`config.mk`:
```
export PLATFORM = sky130hd
export DESIGN_NAME = unsigned_seq_div_restoring
export DESIGN_NICKNAME = d
export VERILOG_FILES = /design/src/rtl/seq_arith_pkg.sv /design/src/rtl/div_step.sv /design/src/rtl/unsigned_seq_div_restoring.sv
export SDC_FILE = /design/constraint.sdc
export NUM_CORES = 1
export LEC_CHECK = 0
export CELL_PAD_IN_SITES_DETAIL_PLACEMENT = 0
export CELL_PAD_IN_SITES_GLOBAL_PLACEMENT = 1
export CORE_UTILIZATION = 42
export DETAILED_ROUTE_END_ITERATION = 12
export GPL_ROUTABILITY_DRIVEN = 0
export PLACE_DENSITY_LB_ADDON = 0.1
export SYNTH_ARGS = -nofsm -noshare
export SYNTH_HDL_FRONTEND = slang
export SYNTH_HIERARCHICAL = 1
export SYNTH_SLANG_ARGS = --single-unit
```
`constraint.sdc`:
```
create_clock -name clk -period 3.05 [get_ports clk]
set_clock_uncertainty 0.1 [all_clocks]
set_input_delay 0.305 -clock clk [delete_from_list [all_inputs] [get_ports clk]]
set_output_delay 0.305 -clock clk [all_outputs]
set_load 0.05 [all_outputs]
```
`src/rtl/seq_arith_pkg.sv`:
```
// Shared definitions for the sequential arithmetic blocks (divider and
// multiplier): default operand widths, the common FSM state encoding and the
// iteration counter width helper.
package seq_arith_pkg;

  localparam int DW_DEF = 12;  // dividend / product width
  localparam int VW_DEF = 6;   // divisor / factor width

  typedef enum logic [1:0] {
    IDLE = 2'd0,
    RUN  = 2'd1,
    DONE = 2'd2
  } seq_state_e;

  // Counter must index 0..DW-1; keep at least one bit for degenerate widths.
  function automatic int cnt_w(input int dw);
    return (dw > 1) ? $clog2(dw) : 1;
  endfunction

endpackage

```
`src/rtl/div_step.sv`:
```
// One restoring-division step: shift the next dividend bit into the partial
// remainder, compare against the divisor and subtract when it fits.
//   r_i      partial remainder in (always < d_i, so VW bits suffice)
//   q_msb_i  dividend/quotient MSB shifted in this step
//   d_i      divisor
//   r_o      partial remainder out
//   q_bit_o  quotient bit produced by this step
module div_step #(
  parameter int VW = 6
) (
  input  logic [VW-1:0] r_i,
  input  logic          q_msb_i,
  input  logic [VW-1:0] d_i,
  output logic [VW-1:0] r_o,
  output logic          q_bit_o
);

  logic [VW:0] t;

  // T is VW+1 bits; after a conditional subtract the result is < D, so the
  // top bit is always zero and only VW bits are carried forward.
  assign t       = {r_i, q_msb_i};
  assign q_bit_o = (t >= {1'b0, d_i});
  assign r_o     = q_bit_o ? VW'(t - {1'b0, d_i}) : t[VW-1:0];

endmodule

```
`src/rtl/unsigned_seq_div_restoring.sv`:
```
// Unsigned sequential restoring divider. One quotient bit per clock, DW
// cycles from accepted start to done; divide-by-zero finishes in one cycle.
//   clk, rst_n        clock, async active-low reset
//   start, a, b       request, dividend (DW), divisor (VW)
//   busy              iterating
//   done              one-cycle pulse, results valid
//   quotient          a / b (all ones when b == 0)
//   remainder         a % b (zero when b == 0)
//   div0              last operation had b == 0
module unsigned_seq_div_restoring
  import seq_arith_pkg::*;
#(
  parameter int DW = DW_DEF,
  parameter int VW = VW_DEF
) (
  input  logic          clk,
  input  logic          rst_n,
  input  logic          start,
  input  logic [DW-1:0] a,
  input  logic [VW-1:0] b,
  output logic          busy,
  output logic          done,
  output logic [DW-1:0] quotient,
  output logic [VW-1:0] remainder,
  output logic          div0
);

  localparam int CW = cnt_w(DW);

  seq_state_e    state_q, state_d;
  logic [DW-1:0] q_q, q_d;
  logic [VW-1:0] r_q, r_d;
  logic [VW-1:0] d_q, d_d;
  logic [CW-1:0] cnt_q, cnt_d;
  logic [DW-1:0] quot_q, quot_d;
  logic [VW-1:0] rem_q, rem_d;
  logic          div0_q, div0_d;

  logic [VW-1:0] step_r;
  logic          step_qb;
  logic [DW-1:0] q_next;

  div_step #(.VW(VW)) u_step (
    .r_i     (r_q),
    .q_msb_i (q_q[DW-1]),
    .d_i     (d_q),
    .r_o     (step_r),
    .q_bit_o (step_qb)
  );

  // Dividend bits shift out the top while quotient bits fill in at the bottom.
  assign q_next = {q_q[DW-2:0], step_qb};

  always_comb begin
    state_d = state_q;
    q_d     = q_q;
    r_d     = r_q;
    d_d     = d_q;
    cnt_d   = cnt_q;
    quot_d  = quot_q;
    rem_d   = rem_q;
    div0_d  = div0_q;
    unique case (state_q)
      RUN: begin
        // start is ignored here, not queued
        q_d   = q_next;
        r_d   = step_r;
        cnt_d = cnt_q + 1'b1;
        if (cnt_q == CW'(DW - 1)) begin
          quot_d  = q_next;
          rem_d   = step_r;
          div0_d  = 1'b0;
          state_d = DONE;
        end
      end
      default: begin  // IDLE and DONE are both ready for a new request
        state_d = IDLE;
        if (start) begin
          if (b == '0) begin
            quot_d  = '1;
            rem_d   = '0;
            div0_d  = 1'b1;
            state_d = DONE;
          end else begin
            q_d     = a;
            r_d     = '0;
            d_d     = b;
            cnt_d   = '0;
            state_d = RUN;
          end
        end
      end
    endcase
  end

  always_ff @(posedge clk or negedge rst_n) begin
    if (!rst_n) begin
      state_q <= IDLE;
      q_q     <= '0;
      r_q     <= '0;
      d_q     <= '0;
      cnt_q   <= '0;
      quot_q  <= '0;
      rem_q   <= '0;
      div0_q  <= 1'b0;
    end else begin
      state_q <= state_d;
      q_q     <= q_d;
      r_q     <= r_d;
      d_q     <= d_d;
      cnt_q   <= cnt_d;
      quot_q  <= quot_d;
      rem_q   <= rem_d;
      div0_q  <= div0_d;
    end
  end

  assign busy      = (state_q == RUN);
  assign done      = (state_q == DONE);
  assign quotient  = quot_q;
  assign remainder = rem_q;
  assign div0      = div0_q;

endmodule
```
==> summary.md, run 1 <==
| Metric | Value |
|---|---|
| Status | completed |
| Final net count | roughly 350 |
| Post-CTS setup buffers | 0 |
| Lkg Pwr | ~1.4 nW |
| Tcrit/Tclk final | between 80 and 90% |
| Reg2reg path depth | 9 |
| EDFF count, synth | 0 |
| Worst hold path class | in2async |
| Max-slew headroom | between 40% and 50% |
| Drt first pass iters | 4 |
| YS warnings | 6 |
| Vias | around 2200 |
| Area contributors post-synth | dfrtp_1 44%, a21oi_1 4.7%, nand2_1 4.2% |
| I/O pin total | 42 |
| Commonest non-fill, non-tap cell in the layout | dfrtp_1 |
| Layout cells sized above 1 | between 10% and 20% |
| Area leader, netlist | dfrtp_1 |
| Worst R2R Start | q_q[11] |
| Hold WS | around 0.35 ns |
| First-pass GRT wire length | approximately 12000 microns |
| Area share of the largest cell type after synthesis | around 44% |
| Minimum clock period | roughly 2.7 ns |
| Worst-path maximum fanout | 7 |
| CTS Buf Count | 5 |
| #FFs+latches synth | a little under 50 |
| Starting DRT DRC Count | approximately 110 |
| Most frequent cells in the layout | 49 x dfrtp_1, 39 x clkdlybuf4s50_1, 31 x nand2_1 |
| Number of clock sinks | 49 |
| CTS tree | done |
| Total gr overflow | 0 |
| Worst-Margin Slew | 0.816 ns |
| Clk Latency, worst-skew pair | roughly 0.31 ns |
| Data required, critical path | between 3 and 4 ns |
| Final hold violation count | 0 |
| Peak VDD IR | 0.661 mV |
| IO Port Bufs | just over 40 |
| Final ANT Viol Nets | 0 |
| Mapped Cells | 278 |
| Final setup viols | 0 |
| DR vias/cell | 5.68 |
| Post-route insts no fill | 395 |
| Die area | a little under 7000 sq um |
| Unique masters post-synth | between 40 and 50 |
| Fin Setup TNS | 0 ns |
| Placed cells | between 300 and 400 |
| Crit path kind | reg2reg |
| Async SR Flop Fraction | 100% |
| Max-Cap Viols | 0 |
| Crit path capture type | flop |
| Die width | a little over 80 microns |
| FMAX | 373 MHz |
| Post-Syn Nets | 308 |
| Vias in the first global route | between 2000 and 2500 |
| N_diodes | 0 |
| WP data arrival | approximately 2.8 ns |
| Clock Path Buffers | 2 |
| Row count | 29 |
| Clock Tree Root | clkbuf_8 |
| RSZ-0062 raised after global routing | no |
| Area grow syn2layout | 21.7% |
| Post-Syn Area | between 2000 and 3000 sq um |
| Hold Buf Count CTS | 1 |
| Pwr Density | about 1300 nW/um^2 |
| CTS H-tree lvls | 2 |
| DRC | 0 |
| R2R setup slack | approximately 0.37 ns |
| Tot GR Track Use | a little over a fifth |
| Core ar. | about 6300 sq um |
| Critical Path Start Type | flop |
| Post-cts repair resize count | 0 |
| Initial core utilization | between 40% and 50% |
| Clk pin slew, worst setup/hold paths | 0.09 ns |
| Die H | 83.2 microns |
| Total wire length | between 6000 and 7000 microns |
| Initial antenna violation count | 0 |
| RR Endpoint | remainder[5] |
| Max Slew Vio Count | 0 |
| Largest net degree at the start of global routing | 33 |
| Syn Area/Cell | 9.96 sq um |
| Main synth FF type | dfrtp_1 |
| Seq/Total Area, Yosys | roughly 44% |
| Routed len/inst | ~17 microns |
| HPWL reported at the end of detailed placement | approximately 4700 microns |
## area by class of cell
| type | count | area [sq um] |
|---|---|---|
| clock buffers | 5 | 68.8 |
| fillers | 589 | 2980 |
| flip-flops and latches | 49 | 1230 |
| multi-input cells | 196 | 1410 |
| well taps | 77 | 96.3 |
| repair buffers | 54 | 503 |
| clock inverters | 3 | 21.3 |
| inverters | 11 | 41.3 |
## synth_stat cells, types with 3 or more instances
| master | number |
|---|---|
| clkbuf_1 | 17 |
| nor3b_1 | 11 |
| dfrtp_1 | 49 |
| o2111ai_1 | 12 |
| inv_1 | 10 |
| o211ai_1 | 13 |
| nor2b_1 | 15 |
| mux2_2 | 10 |
| buf_2 | 4 |
| ha_1 | 8 |
| a31o_2 | 6 |
| nand2_1 | 31 |
| a21oi_1 | 26 |
| o21ai_0 | 11 |
| and3_1 | 6 |
| a2bb2oi_1 | 12 |
| mux2i_1 | 3 |
## kinds of logic (layout without fill, tap and decap cells)
group                    after synthesis  after routing  synth area share [%]
AO/OA/AOI/OAI                         94             94                  24.8
XOR/XNOR                               2              2                 0.633
adder cells (fa/ha/maj)                9              9                  4.34
buffers and inverters                 33             73                  4.65
flip-flops                            49             49                  44.3
multiplexers                          13             13                  5.15
AND/OR/NAND/NOR                       78             78                  16.1
## critical path: stages (launching register included)
cell,delay (ns)
dfrtp_1,0.36
inv_1,0.07
ha_1,0.31
nand2b_4,0.14
a211oi_2,0.20
o21ai_1,0.13
a211oi_4,0.48
mux2_2,0.40
and3_1,0.16
a31o_2,0.21
## state kept, by name, indices dropped and copies added (netlist names)
register	cells
state_q	2
quotient	12
cnt_q	4
d_q	6
r_q	6
div0	1
remainder	6
q_q	12
## through the flow
stage | setup slack, ns | utilization, % | total power [mW] | area [sq um]
6_report | 0.371 | 53.1 | 4.24 | 3370
5_1_grt | 0.219 | 53.1 | 4.59 | 3370
4_1_cts | 0.360 | 53.1 | 4.26 | 3370
3_5_place_dp | 0.404 | 51.5 | 3.86 | 3270
3_3_place_gp | 0.415 | 51.5 | 3.82 | 3270
2_1_floorplan | 0.564 | - | 3.16 | 2770
## power by group
group          leakage [nW]  internal [mW]  switching, mW
sequential            0.585          0.983          0.290
clock                0.0445          0.163          0.235
combinational         0.783           1.12           1.44
## worst max-delay path by stage
stage | from | to | slack [ns] | cells past startpoint
2_1_floorplan | q_q[11] | remainder[5] | 0.56 | 9
3_3_place_gp | q_q[11] | remainder[5] | 0.42 | 9
3_5_place_dp | q_q[11] | remainder[5] | 0.40 | 9
4_1_cts | q_q[11] | remainder[5] | 0.36 | 9
5_1_grt | q_q[11] | remainder[5] | 0.22 | 9
6_report | q_q[11] | remainder[5] | 0.37 | 9
## routing by layer
layer / vias up / wire length, microns / part of all wire (%) / GRT usage (%)
met1: 1087 / 3500 / 51 / 32.2
met4: 0 / 57 / 0.83 / 4.23
met2: 49 / 3060 / 44 / 31.7
met5: - / 0 / 0 / 0
li1: 1100 / - / - / -
met3: 6 / 289 / 4.2 / 3.28
No activity file was read; power rests on OpenSTA's default activity.
==> run 2, diff against run 1 <==
--- a/config.mk
+++ b/config.mk
@@ -7,10 +7,12 @@
 export LEC_CHECK = 0
 export CELL_PAD_IN_SITES_DETAIL_PLACEMENT = 0
 export CELL_PAD_IN_SITES_GLOBAL_PLACEMENT = 1
+export CORE_MARGIN = 10
 export CORE_UTILIZATION = 42
 export DETAILED_ROUTE_END_ITERATION = 12
 export GPL_ROUTABILITY_DRIVEN = 0
 export PLACE_DENSITY_LB_ADDON = 0.1
+export SKIP_CTS_REPAIR_TIMING = 1
 export SYNTH_ARGS = -nofsm -noshare
 export SYNTH_HDL_FRONTEND = slang
 export SYNTH_HIERARCHICAL = 1
==> run 2 against run 1 <==
  * Routed wire length decreased by 0.90%
  * Flip-flop and latch count unchanged
  * Sequential power is essentially flat
  * Critical endpoint unchanged
  * Largest power group unchanged
  * Highest routed layer unchanged
==> summary.md, run 2 (same netlist as run 1, synthesis figures left out) <==
| Metric | Value |
|---|---|
| Status | completed |
| Crit path kind | reg2reg |
| FMAX | 374 MHz (+0.33%) |
| Die width | 101 microns (+22%) |
| DR vias/cell | 5.60 (-1.4%) |
| Design area | 3410 sq um (+1.1%) |
| Most frequent cells in the layout | 49 x dfrtp_1, 39 x clkdlybuf4s50_1, 31 x nand2_1 |
| Post-Route Utilization | 53.4% (+0.29 points) |
| Lkg Pwr | 1.43 nW (+1.4%) |
| Row count | 29 (unchanged) |
| Min-delay src | div0 |
| Worst R2R Start | q_q[11] |
| Clock Tree Root | clkbuf_8 |
| RR Endpoint | remainder[5] |
| Vias | 2217 (-1.1%) |
| Layout cells sized above 1 | 15.7% (+0.27 points) |
| Pwr Density | 1280 nW/um^2 (+1.7%) |
| HPWL reported at the end of detailed placement | 4950 microns (+6.0%) |
| WP data arrival | 2.77 ns (about the same) |
| Clk Latency, worst-skew pair | 0.30 ns (about the same) |
| Tot GR Track Use | 13.3% (-7.8 points) |
| CTS H-tree lvls | 2 (unchanged) |
| Fin Setup TNS | 0 ns (unchanged) |
| Hold Crit Depth | 1 |
| Routed len/inst | 17.3 microns (-1.1%) |
| Commonest non-fill, non-tap cell in the layout | dfrtp_1 |
| Final setup viols | 0 (unchanged) |
| Reg2reg path depth | 9 (unchanged) |
| Tcrit/Tclk final | 87.6% (-0.29 points) |
| Max-Cap Viols | 0 (unchanged) |
| Core ar. | 6390 sq um (+0.57%) |
| Peak VDD IR | 0.679 mV (+2.7%) |
| N_diodes | 0 (unchanged) |
| Vias in the first global route | 2244 (+4.2%) |
| Die H | 101 microns (+22%) |
| Clk pin slew, worst setup/hold paths | 0.10 ns (about the same) |
| Initial core utilization | 43.4% (-0.25 points) |
| Sink of the worst hold path | div0 |
| Data required, critical path | 3.15 ns (about the same) |
| First-pass GRT wire length | 11200 microns (-2.7%) |
| Total gr overflow | 0 (unchanged) |
| Worst hold path class | reg2reg |
| Initial antenna violation count | 0 (unchanged) |
| I/O pin total | 42 (unchanged) |
| Worst-path maximum fanout | 7 (unchanged) |
| Total wire length | 6850 microns (-0.90%) |
| CTS tree | done |
| Area grow syn2layout | 23.1% |
| Minimum clock period | 2.67 ns (-0.00888 ns) |
| Clock Path Buffers | 2 (unchanged) |
| Final hold violation count | 0 (unchanged) |
| CTS Buf Count | 5 (unchanged) |
| Worst-Margin Slew | 0.766 ns (-0.0499 ns) |
| IO Port Bufs | 41 (unchanged) |
| Critical Path Start Type | flop |
| Die area | 10200 sq um (+48%) |
| Largest net degree at the start of global routing | 28 (-15%) |
| RSZ-0062 raised after global routing | no |
| Post-DP Area | 3280 sq um (+0.23%) |
| Crit path capture type | flop |
| Drt first pass iters | 4 (unchanged) |
| Final net count | 348 (+0.29%) |
| DRC | 0 (unchanged) |
| Number of clock sinks | 49 (unchanged) |
| R2R setup slack | 0.38 ns (about the same) |
| Final ANT Viol Nets | 0 (unchanged) |
| Max-slew headroom | 48.8% (+3.2 points) |
| Starting DRT DRC Count | 58 (-47%) |
| Max Slew Vio Count | 0 (unchanged) |
run 2: cell count changes in the layout (fill, tap and decap cells not counted):
cell       delta
inv_6         -1
clkinv_2      -1
clkbuf_8      +1
buf_4         +1
bufinv_16     +1
run 2: worst max-delay path, cell delays in order (launching register included):
cell and delay (ns):
dfrtp_1 0.37, inv_1 0.08, ha_1 0.31, nand2b_4 0.14, a211oi_2 0.20, o21ai_1 0.13, a211oi_4 0.46, mux2_2 0.41
and3_1 0.16, a31o_2 0.20
run 2: final cells by class:
type	instances	area [sq um]
Fill cell	623	2980
Timing Repair Buffer	55	510
Sequential cell	49	1230
Clock buffer	6	82.6
Inverter	11	41.3
Tap cell	77	96.3
Clock inverter	2	37.5
Multi-Input combinational cell	196	1410
run 2: routing by layer:
layer / GRT usage (%) / up-vias / wire (microns)
met5: 0 / - / 0
met4: 2.57 / 0 / 24
met3: 3.13 / 2 / 314
met2: 19.8 / 41 / 3020
met1: 19.3 / 1078 / 3490
li1: - / 1096 / -
run 2: how the worst max path moves through the flow:
stage,from,endpoint,slack [ns],cells past startpoint
CTS,q_q[11],remainder[5],0.39,9
global route,q_q[11],remainder[5],0.26,9
global placement,q_q[11],remainder[5],0.43,9
detailed placement,q_q[11],remainder[5],0.40,9
finish,q_q[11],remainder[5],0.38,9
floorplan,q_q[11],remainder[5],0.56,9
run 2: where the power goes:
group | internal, mW | switching, mW
Clock | 0.267 | 0.226
Combinational | 1.13 | 1.49
Sequential | 0.984 | 0.257
Total | 2.38 | 1.97
run 2: through the flow:
stage	setup slack, ns	power [mW]	hold WS, ns	cells
after detailed placement	0.402	3.89	0.256	387
after CTS	0.387	4.40	-0.0750	395
final	0.379	4.36	0.402	396
after floorplan	0.564	3.16	-0.0906	278
after global routing	0.256	4.71	0.427	396
after global placement	0.427	3.86	0.260	387
